[src/rtl/transition_pair_sequencer_if.sv]
`default_nettype none
// ============================================================================
// Module      : transition_pair_sequencer_if
// Description : Handshake and stimulus bundle between the transition pair
//               sequencer and the consumer that captures its output.
//               master : sequencer side (drives the stimulus, receives start/stall)
//               slave  : consumer side (drives start/stall, receives stimulus)
// Signals     : start, stall            consumer -> sequencer
//               vec_out[N_IN], phase     sequencer -> consumer (DUT vector)
//               sim_begin, sim_end       window markers
//               sim_idx[IDXW]            pair index i*SIM + j
//               busy, done               sweep status
// Revision    : 1.0 - initial release
// ============================================================================
interface transition_pair_sequencer_if #(
  parameter int N_IN = 4,
  parameter int IDXW = 2 * N_IN
);
  logic            start;
  logic            stall;
  logic [N_IN-1:0] vec_out;
  logic            phase;
  logic            sim_begin;
  logic            sim_end;
  logic [IDXW-1:0] sim_idx;
  logic            busy;
  logic            done;

  modport master (
    input  start, stall,
    output vec_out, phase, sim_begin, sim_end, sim_idx, busy, done
  );

  modport slave (
    output start, stall,
    input  vec_out, phase, sim_begin, sim_end, sim_idx, busy, done
  );
endinterface
`default_nettype wire

[src/rtl/transition_pair_sequencer.sv]
`default_nettype none
// ============================================================================
// Module      : transition_pair_sequencer
// Description : Sweeps every ordered pair (i, j) of input vectors 0..SIM-1.
//               Each pair drives vector i for HOLD cycles (initial phase)
//               then vector j for HOLD cycles (final phase), marking the
//               last cycle of each phase with sim_begin / sim_end.
// Ports       : clk    - rising-edge clock
//               rst_n  - asynchronous active-low reset
//               bus    - transition_pair_sequencer_if.master
//                        (start, stall in; vec_out, phase, sim_begin,
//                         sim_end, sim_idx, busy, done out)
// Revision    : 1.0 - initial release
// ============================================================================
module transition_pair_sequencer #(
  parameter int N_IN = 4,
  parameter int SIM  = 16,
  parameter int HOLD = 5,
  parameter int IDXW = 2 * N_IN
) (
  input wire logic                       clk,
  input wire logic                       rst_n,
  transition_pair_sequencer_if.master    bus
);

  localparam int CW = (SIM  > 1) ? $clog2(SIM)  : 1;
  localparam int HW = (HOLD > 1) ? $clog2(HOLD) : 1;

  localparam logic [CW-1:0] c_SIM_LAST  = CW'(SIM - 1);
  localparam logic [HW-1:0] c_HOLD_LAST = HW'(HOLD - 1);

  typedef enum logic [1:0] {
    S_IDLE  = 2'd0,
    S_INIT  = 2'd1,
    S_FINAL = 2'd2,
    S_DONE  = 2'd3
  } state_t;

  state_t          r_state;
  logic [CW-1:0]   r_i;
  logic [CW-1:0]   r_j;
  logic [HW-1:0]   r_hold;
  logic [N_IN-1:0] r_vec;
  logic            r_phase;
  logic [IDXW-1:0] r_idx;
  logic            r_busy;
  logic            r_done;

  logic            w_hold_term;
  logic [CW-1:0]   w_i_inc;

  // A phase ends on its last hold cycle, but only once the consumer is ready.
  assign w_hold_term = (r_hold == c_HOLD_LAST) && !bus.stall;
  assign w_i_inc     = r_i + CW'(1);

  always_ff @(posedge clk or negedge rst_n) begin
    if (!rst_n) begin
      r_state <= S_IDLE;
      r_i     <= '0;
      r_j     <= '0;
      r_hold  <= '0;
      r_vec   <= '0;
      r_phase <= 1'b0;
      r_idx   <= '0;
      r_busy  <= 1'b0;
      r_done  <= 1'b0;
    end else begin
      case (r_state)
        S_IDLE, S_DONE: begin
          if (bus.start) begin
            r_state <= S_INIT;
            r_i     <= '0;
            r_j     <= '0;
            r_hold  <= '0;
            r_vec   <= '0;
            r_phase <= 1'b0;
            r_idx   <= '0;
            r_busy  <= 1'b1;
            r_done  <= 1'b0;
          end
        end

        S_INIT: begin
          if (!bus.stall) begin
            if (!w_hold_term) begin
              r_hold <= r_hold + HW'(1);
            end else begin
              r_state <= S_FINAL;
              r_hold  <= '0;
              r_vec   <= N_IN'(r_j);
              r_phase <= 1'b1;
            end
          end
        end

        S_FINAL: begin
          if (!bus.stall) begin
            if (!w_hold_term) begin
              r_hold <= r_hold + HW'(1);
            end else begin
              r_hold <= '0;
              if (r_j != c_SIM_LAST) begin
                r_j     <= r_j + CW'(1);
                r_state <= S_INIT;
                r_vec   <= N_IN'(r_i);
                r_phase <= 1'b0;
                r_idx   <= r_idx + IDXW'(1);
              end else if (r_i != c_SIM_LAST) begin
                r_i     <= w_i_inc;
                r_j     <= '0;
                r_state <= S_INIT;
                r_vec   <= N_IN'(w_i_inc);
                r_phase <= 1'b0;
                r_idx   <= r_idx + IDXW'(1);
              end else begin
                // Last pair finished: vec_out and sim_idx keep their final values.
                r_state <= S_DONE;
                r_busy  <= 1'b0;
                r_done  <= 1'b1;
              end
            end
          end
        end

        default: r_state <= S_IDLE;
      endcase
    end
  end

  assign bus.vec_out   = r_vec;
  assign bus.phase     = r_phase;
  assign bus.sim_idx   = r_idx;
  assign bus.busy      = r_busy;
  assign bus.done      = r_done;
  // Markers are gated by the live stall so a stalled terminal cycle emits
  // nothing and the pulse lands on the first ready terminal cycle.
  assign bus.sim_begin = (r_state == S_INIT)  && w_hold_term;
  assign bus.sim_end   = (r_state == S_FINAL) && w_hold_term;

endmodule
`default_nettype wire

[src/flat_wrapper.sv]
// flat-port wrapper written by rule: the top's interface ports become plain ports
module transition_pair_sequencer_flat 
#(
  parameter int N_IN = 4,
  parameter int SIM  = 16,
  parameter int HOLD = 5,
  parameter int IDXW = 2 * N_IN
)
  (clk, rst_n, bus_start, bus_stall, bus_vec_out, bus_phase, bus_sim_begin, bus_sim_end, bus_sim_idx, bus_busy, bus_done);
  transition_pair_sequencer_if #(.N_IN(N_IN), .IDXW(IDXW)) bus_i ();
  input wire logic clk;
  input wire logic rst_n;
  input wire logic [$bits(bus_i.start)-1:0] bus_start;
  input wire logic [$bits(bus_i.stall)-1:0] bus_stall;
  output wire logic [$bits(bus_i.vec_out)-1:0] bus_vec_out;
  output wire logic [$bits(bus_i.phase)-1:0] bus_phase;
  output wire logic [$bits(bus_i.sim_begin)-1:0] bus_sim_begin;
  output wire logic [$bits(bus_i.sim_end)-1:0] bus_sim_end;
  output wire logic [$bits(bus_i.sim_idx)-1:0] bus_sim_idx;
  output wire logic [$bits(bus_i.busy)-1:0] bus_busy;
  output wire logic [$bits(bus_i.done)-1:0] bus_done;
  assign bus_i.start = bus_start;
  assign bus_i.stall = bus_stall;
  assign bus_vec_out = bus_i.vec_out;
  assign bus_phase = bus_i.phase;
  assign bus_sim_begin = bus_i.sim_begin;
  assign bus_sim_end = bus_i.sim_end;
  assign bus_sim_idx = bus_i.sim_idx;
  assign bus_busy = bus_i.busy;
  assign bus_done = bus_i.done;
  transition_pair_sequencer #(.N_IN(N_IN), .SIM(SIM), .HOLD(HOLD), .IDXW(IDXW)) u_core (.clk(clk), .rst_n(rst_n), .bus(bus_i));
endmodule
[config.mk]
export PLATFORM = sky130hd
export DESIGN_NAME = transition_pair_sequencer_flat
export DESIGN_NICKNAME = d
export VERILOG_FILES = /design/src/rtl/transition_pair_sequencer_if.sv /design/src/rtl/transition_pair_sequencer.sv /design/src/flat_wrapper.sv
export SDC_FILE = /design/constraint.sdc
export NUM_CORES = 1
export LEC_CHECK = 0
export CAP_MARGIN = 30
export CORE_UTILIZATION = 40
export DETAILED_ROUTE_END_ITERATION = 10
export GPL_ROUTABILITY_DRIVEN = 0
export PLACE_DENSITY = 0.65
export SLEW_MARGIN = 10
export SYNTH_ARGS = -nofsm -noshare
export SYNTH_HDL_FRONTEND = slang
export SYNTH_SLANG_ARGS = --single-unit
[constraint.sdc]
create_clock -name clk -period 2.6 [get_ports clk]
set_clock_uncertainty 0.1 [all_clocks]
set_input_delay 0.26 -clock clk [delete_from_list [all_inputs] [get_ports clk]]
set_output_delay 0.26 -clock clk [all_outputs]
set_load 0.02 [all_outputs]
==> results.sh, run 1 <==
export IMPL_io_buffers=20
export IMPL_detail_route_wl_per_cell_um=15.18
export IMPL_path_class="reg2out"
export IMPL_max_freq_mhz=404.6
export IMPL_cp_start_kind="flop"
export IMPL_cts_inserted_buffers=3
export IMPL_path_buf_inv=2
export IMPL_finalHoldViolCount=0
export IMPL_route_detailed_drc=0
export IMPL_antenna_found_initial=0
export IMPL_antenna_left=0
export IMPL_grt_usage=0.1762
export IMPL_critPathMaxFanout=9
export IMPL_post_dp_hpwl_mm=2.910
export IMPL_worstMarginPinSlew_ps=455.6
export IMPL_synth_nets=204
export IMPL_power_density_mw_per_mm2=662.6
export IMPL_arrival_ps=2110
export IMPL_power_mw=1.458
export IMPL_drive_above_1_share=0.1528
export IMPL_slew_headroom=0.6957
export IMPL_cpMaxStageDelayCell="clkdlybuf4s50_1"
export IMPL_diodes=0
export IMPL_grt_pass1_vias=1430
export IMPL_p_leak_nw=0.9106
export IMPL_core_area_mm2=0.004414
export IMPL_fin_setup_tns_ps=0
export IMPL_path_depth=5
export IMPL_synthToLayoutAreaGrowth_pct=18.86
export IMPL_min_period_over_period=0.9506
export IMPL_synthesis_area_mm2=0.001851
export IMPL_rsz0062_at_grt="false"
export IMPL_cts_sinks=28
export IMPL_synth_main_ff_cell="dfrtp_1"
export IMPL_fin_nets=228
export IMPL_synth_seq_area_share=0.3786
export IMPL_netlist_top_cells_area="dfrtp_1 (38%), mux2i_1 (5.4%), ha_1 (4.7%), nand2_1 (3.9%), a2111oi_4 (3.0%)"
export IMPL_cts_htree_levels=1
export IMPL_syn_area_per_cell_um2=9.588
export IMPL_initial_core_util=0.4192
export IMPL_drt_pass1_iterations=4
export IMPL_max_stage_delay_ps=590
export IMPL_path_clk_slew_ps=100
export IMPL_clockBufferDepth=2
export IMPL_die_y_um=70.02
export IMPL_row_count=24
export IMPL_drtIter0Drc=145
export IMPL_clock_latency_ps=280
export IMPL_cts_hold_buf=0
export IMPL_grt_max_degree=29
export IMPL_via_per_inst=5.881
export IMPL_post_route_min_period_ps=2472
export IMPL_yosys_area_top_type="dfrtp_1"
export IMPL_synth_edf_count=0
export IMPL_synth_top_area_frac=0.3786
export IMPL_crit_required_ps=2240
export IMPL_min_path_type="in2async"
export IMPL_critPathTopFamily="buffers and inverters"
export IMPL_crit_chain="inv_1 -> ha_1 -> and3b_2 -> and2_2 -> clkdlybuf4s50_1"
export IMPL_yosys_warnings=0
export IMPL_drv_cap=0
export IMPL_slew_violations=0
export IMPL_setup_viol=0
export IMPL_io_pins=21
export IMPL_r2r_cells=6
export IMPL_tritoncts="done"
export IMPL_overflow=0
export IMPL_ys_types=49
export IMPL_post_cts_setup_buffer_count=0
export IMPL_netlist_instances=193
export IMPL_status="finished clean"
export IMPL_final_cell_mix="dfrtp_1 (28), clkdlybuf4s50_1 (20), nand2_1 (19)"
export IMPL_grt_pass1_wl_mm=7.017
export IMPL_cts_root_buf="clkbuf_8"
export IMPL_vdd_ir_drop_worst_v=0.0004542
export IMPL_cts_resized=0
export IMPL_synth_ff_latch_count=28
export IMPL_endpoint_kind="output pin"
export IMPL_finalWirelength_mm=4.069
export IMPL_synthArstFlopShare=1.000
export IMPL_dieArea_mm2=0.004902
export IMPL_final_common_cell="dfrtp_1"
export IMPL_dr_total_vias=1576
export IMPL_utilization=0.4983
export IMPL_die_w_um=70.02
registers in the layout, indices dropped and copies added (netlist names):
name                count
u_core.bus.vec_out      4
u_core.bus.phase        1
u_core.bus.done         1
u_core.r_state          2
u_core.r_hold           3
u_core.bus.sim_idx      8
u_core.r_i              4
u_core.bus.busy         1
u_core.r_j              4
cell type report:
class	count	area, µm²
Fill cell	414	2215
Multi-Input combinational cell	144	1050
Sequential cell	28	700.7
Timing Repair Buffer	30	275.3
Tap cell	52	65.06
Clock buffer	3	41.29
Inverter	10	37.54
Clock inverter	1	30.03
cells by family after synthesis:
| family | Yosys count | share of synthesized area |
|---|---|---|
| fa+ha+maj | 7 | 0.04733 |
| mux | 13 | 0.07235 |
| xor+xnor | 2 | 0.009468 |
| flops | 28 | 0.3786 |
| simple gates | 61 | 0.1772 |
| buf+inv | 21 | 0.05409 |
| compound gates | 61 | 0.2610 |
report_power, final:
part           switching, mW  internal (mW)
combinational          0.351          0.230
sequential            0.0418          0.485
clock                  0.143          0.206
worst register-to-register path: cells and delay by family (launching register included):
| kind | cells | cell delay, ps |
|---|---|---|
| flops | 1 | 380 |
| mux | 2 | 550 |
| simple gates | 1 | 210 |
| fa+ha+maj | 1 | 440 |
| compound gates | 1 | 340 |
| buf+inv | 1 | 50 |
cells in the mapped netlist, types with 4 or more instances:
cell type  count
nor2_1        10
nand3_1        8
buf_2          5
mux2i_1       10
o2bb2ai_1      4
nand2_1       19
o21ai_0        9
o22ai_1        4
dfrtp_1       28
inv_1         10
a22oi_1        6
nand2b_1       6
a21oi_1        9
ha_1           7
metal layers:
| layer | GRT usage | vias to the layer above | routed length (µm) |
|---|---|---|---|
| li1 | - | 761 | - |
| met1 | 0.2459 | 758 | 1911 |
| met2 | 0.2799 | 50 | 1885 |
| met3 | 0.03752 | 7 | 215 |
| met4 | 0.04000 | 0 | 57 |
| met5 | 0 | - | 0 |
worst paths after layout:
| path | to | startpoint | slack [ps] |
|---|---|---|---|
| max reg2reg | u_core.bus.sim_idx[7]$_DFFE_PN0P_ | u_core.r_state[0]$_DFFE_PN0P_ | 440 |
| min | u_core.bus.sim_idx[5]$_DFFE_PN0P_ | rst_n | 240 |
| max in group asynchronous | u_core.r_i[1]$_DFFE_PN0P_ | rst_n | 1880 |
| max | bus_sim_begin | u_core.r_hold[0]$_DFFE_PN0P_ | 130 |
| min in group clk | u_core.bus.vec_out[0]$_DFFE_PN0P_ | u_core.bus.vec_out[0]$_DFFE_PN0P_ | 390 |
| min reg2reg | u_core.bus.vec_out[0]$_DFFE_PN0P_ | u_core.bus.vec_out[0]$_DFFE_PN0P_ | 390 |
stage by stage:
stage	hold WS [ps]	instances	setup WS, ps	instance area (µm²)
after floorplan	-135.6	193	743.9	1851
after global placement	372.1	264	434.8	2128
after detailed placement	374.6	264	406.3	2128
after CTS	257.8	268	119.9	2200
after global routing	281.7	268	13.20	2200
final	242.1	268	128.3	2200
Power figures use the tool's default switching activity.
==> inputs of run 2 (changes only) <==
--- a/config.mk
+++ b/config.mk
@@ -10,6 +10,7 @@
 export DETAILED_ROUTE_END_ITERATION = 10
 export GPL_ROUTABILITY_DRIVEN = 0
 export PLACE_DENSITY = 0.65
+export RECOVER_POWER = 100
 export SLEW_MARGIN = 10
 export SYNTH_ARGS = -nofsm -noshare
 export SYNTH_HDL_FRONTEND = slang
==> run 2 against run 1 <==
Net effect:
- the run now ends with capacitance limit, slew limit left
- final area shrank 3.3%
- combinational power shrank 5.5%
- die area is the same
- wire length grew 0.81%
- non-clock buffer count is the same
==> results.sh, run 2 (synthesis results as in run 1) <==
export IMPL_setup_viol=0
export IMPL_dr_total_vias=1567
export IMPL_drv_cap=1
export IMPL_nFillCells=431
export IMPL_via_per_inst=5.847
export IMPL_cts_root_buf="clkbuf_8"
export IMPL_post_dp_cell_area_mm2=0.002128
export IMPL_multiInputGateArea_um2=988.4
export IMPL_min_period_over_period=0.9417
export IMPL_m1WireLength_mm=1.939
export IMPL_cts_sinks=28
export IMPL_r2r_start="u_core.r_j[0]$_DFFE_PN0P_"
export IMPL_pwr_share_clk=0.244
export IMPL_largest_reg_flops=8
export IMPL_cts_htree_levels=1
export IMPL_p_leak_nw=0.9425
export IMPL_arrival_ps=2090
export IMPL_overflow=0
export IMPL_ff2ff_setup_slack_ps=180
export IMPL_min_to="u_core.bus.vec_out[0]$_DFFE_PN0P_"
export IMPL_core_area_mm2=0.004414
export IMPL_slew_violations=29
export IMPL_row_count=24
export IMPL_power_density_mw_per_mm2=668.4
export IMPL_endpoint_kind="output pin"
export IMPL_synthToLayoutAreaGrowth_pct=14.94
export IMPL_r2r_end="u_core.bus.sim_idx[7]$_DFFE_PN0P_"
export IMPL_cts_resized=0
export IMPL_detail_route_wl_per_cell_um=15.31
export IMPL_min_path_type="reg2reg"
export IMPL_grt_max_degree=29
export IMPL_finalHoldViolCount=0
export IMPL_sw_frac_of_total=0.3682
export IMPL_p_seq_frac=0.370
export IMPL_final_cell_mix="dfrtp_1 (28), nand2_1 (19), dlygate4sd3_1 (17)"
export IMPL_io_buffers=20
export IMPL_clock_latency_ps=280
export IMPL_violations="capacitance limit, slew limit"
export IMPL_path_clk_slew_ps=90
export IMPL_power_frac_comb=0.386
export IMPL_rsz0062_at_grt="false"
export IMPL_dieArea_mm2=0.004902
export IMPL_post_route_min_period_ps=2448
export IMPL_hp_start="u_core.bus.vec_out[0]$_DFFE_PN0P_"
export IMPL_io_pins=21
export IMPL_vdd_ir_drop_worst_v=0.0004450
export IMPL_diodes=0
export IMPL_final_common_cell="dfrtp_1"
export IMPL_top_layer_used="met4"
export IMPL_r2r_cells=5
export IMPL_cts_hold_buf=0
export IMPL_drive_above_1_share=0.1111
export IMPL_route_detailed_drc=0
export IMPL_wl_met3_um=246
export IMPL_drtIter0Drc=128
export IMPL_slew_headroom=-0.02181
export IMPL_grt_usage=0.1762
export IMPL_critPathMaxFanout=9
export IMPL_die_w_um=70.02
export IMPL_max_freq_mhz=408.4
export IMPL_fin_nets=228
export IMPL_post_cts_setup_buffer_count=0
export IMPL_tritoncts="done"
export IMPL_cp_start_kind="flop"
export IMPL_p_int_mw=0.8981
export IMPL_wl_met2_mm=1.869
export IMPL_grt_pass1_vias=1430
export IMPL_worstMarginPinSlew_ps=1533
export IMPL_seq_area_um2=700.7
export IMPL_fin_setup_tns_ps=0
export IMPL_grt_pass1_wl_mm=7.017
export IMPL_switching_power_mw=0.5235
export IMPL_cts_inserted_buffers=3
export IMPL_antenna_left=0
export IMPL_antenna_found_initial=0
export IMPL_crit_required_ps=2240
export IMPL_final_area_mm2=0.002127
export IMPL_post_dp_hpwl_mm=2.910
export IMPL_clockBufferDepth=2
export IMPL_finalWirelength_mm=4.102
export IMPL_initial_core_util=0.4192
export IMPL_die_y_um=70.02
export IMPL_path_class="reg2out"
export IMPL_drt_pass1_iterations=4
export IMPL_min_delay_path_depth=1
export IMPL_status="finished with violations"
run 2: metal layers:
layer / global-route usage / up-vias
li1: - / 761
met1: 0.2459 / 749
met2: 0.2799 / 53
met3: 0.03752 / 4
met4: 0.04000 / 0
met5: 0 / -
run 2: per-stage QoR:
| step | hold WS [ps] | setup slack (ps) | utilization | total power [mW] | std cells |
|---|---|---|---|---|---|
| detailed placement | 374.6 | 406.3 | 0.4821 | 1.118 | 264 |
| finish | 386.0 | 151.7 | 0.4819 | 1.422 | 268 |
| global placement | 372.1 | 434.8 | 0.4821 | 1.114 | 264 |
| floorplan | -135.6 | 743.9 | - | 0.9262 | 193 |
| global route | 405.0 | 32.51 | 0.4819 | 1.527 | 268 |
| CTS | 257.8 | 119.9 | 0.4983 | 1.473 | 268 |
run 2: area by class of cell:
| class | instances | area share |
|---|---|---|
| flip-flops and latches | 28 | 0.3294 |
| inverters | 10 | 0.01765 |
| clock inverters | 1 | 0.01412 |
| multi-input cells | 144 | 0.4647 |
| well taps | 52 | 0.03059 |
| clock buffers | 3 | 0.01941 |
| repair buffers | 30 | 0.1241 |
run 2: how the worst max path moves through the flow:
| stage | slack (ps) | cells after the start | from | endpoint |
|---|---|---|---|---|
| 3_3_place_gp | 430 | 4 | bus_stall | bus_sim_begin |
| 6_report | 150 | 5 | u_core.r_hold[0]$_DFFE_PN0P_ | bus_sim_begin |
| 5_1_grt | 30 | 5 | u_core.r_hold[0]$_DFFE_PN0P_ | bus_sim_begin |
| 4_1_cts | 120 | 5 | u_core.r_hold[0]$_DFFE_PN0P_ | bus_sim_begin |
| 3_5_place_dp | 410 | 4 | bus_stall | bus_sim_begin |
| 2_1_floorplan | 740 | 7 | u_core.r_state[0]$_DFFE_PN0P_ | u_core.r_j[0]$_DFFE_PN0P_ |
run 2: worst max-delay path, stage by stage (launching register included):
cell,delay [ps]
dfrtp_1,420
inv_1,90
ha_1,230
and3b_2,330
and2_2,170
clkdlybuf4s50_1,590
run 2: power groups by stage:
stage | clock (mW) | sequential [mW] | combinational [mW]
floorplan | 0 | 0.549 | 0.377
global placement | 0 | 0.536 | 0.578
detailed placement | 0 | 0.536 | 0.582
CTS | 0.360 | 0.527 | 0.585
global route | 0.376 | 0.533 | 0.618
finish | 0.346 | 0.526 | 0.549
==> inputs of run 3 (changes only) <==
--- a/config.mk
+++ b/config.mk
@@ -9,6 +9,7 @@
 export CORE_UTILIZATION = 40
 export DETAILED_ROUTE_END_ITERATION = 10
 export GPL_ROUTABILITY_DRIVEN = 0
+export HOLD_SLACK_MARGIN = 0.12
 export PLACE_DENSITY = 0.65
 export RECOVER_POWER = 100
 export SLEW_MARGIN = 10
==> results of run 3 <==
Same layout as run 2: the final DEF is identical, and so are final timing and power.
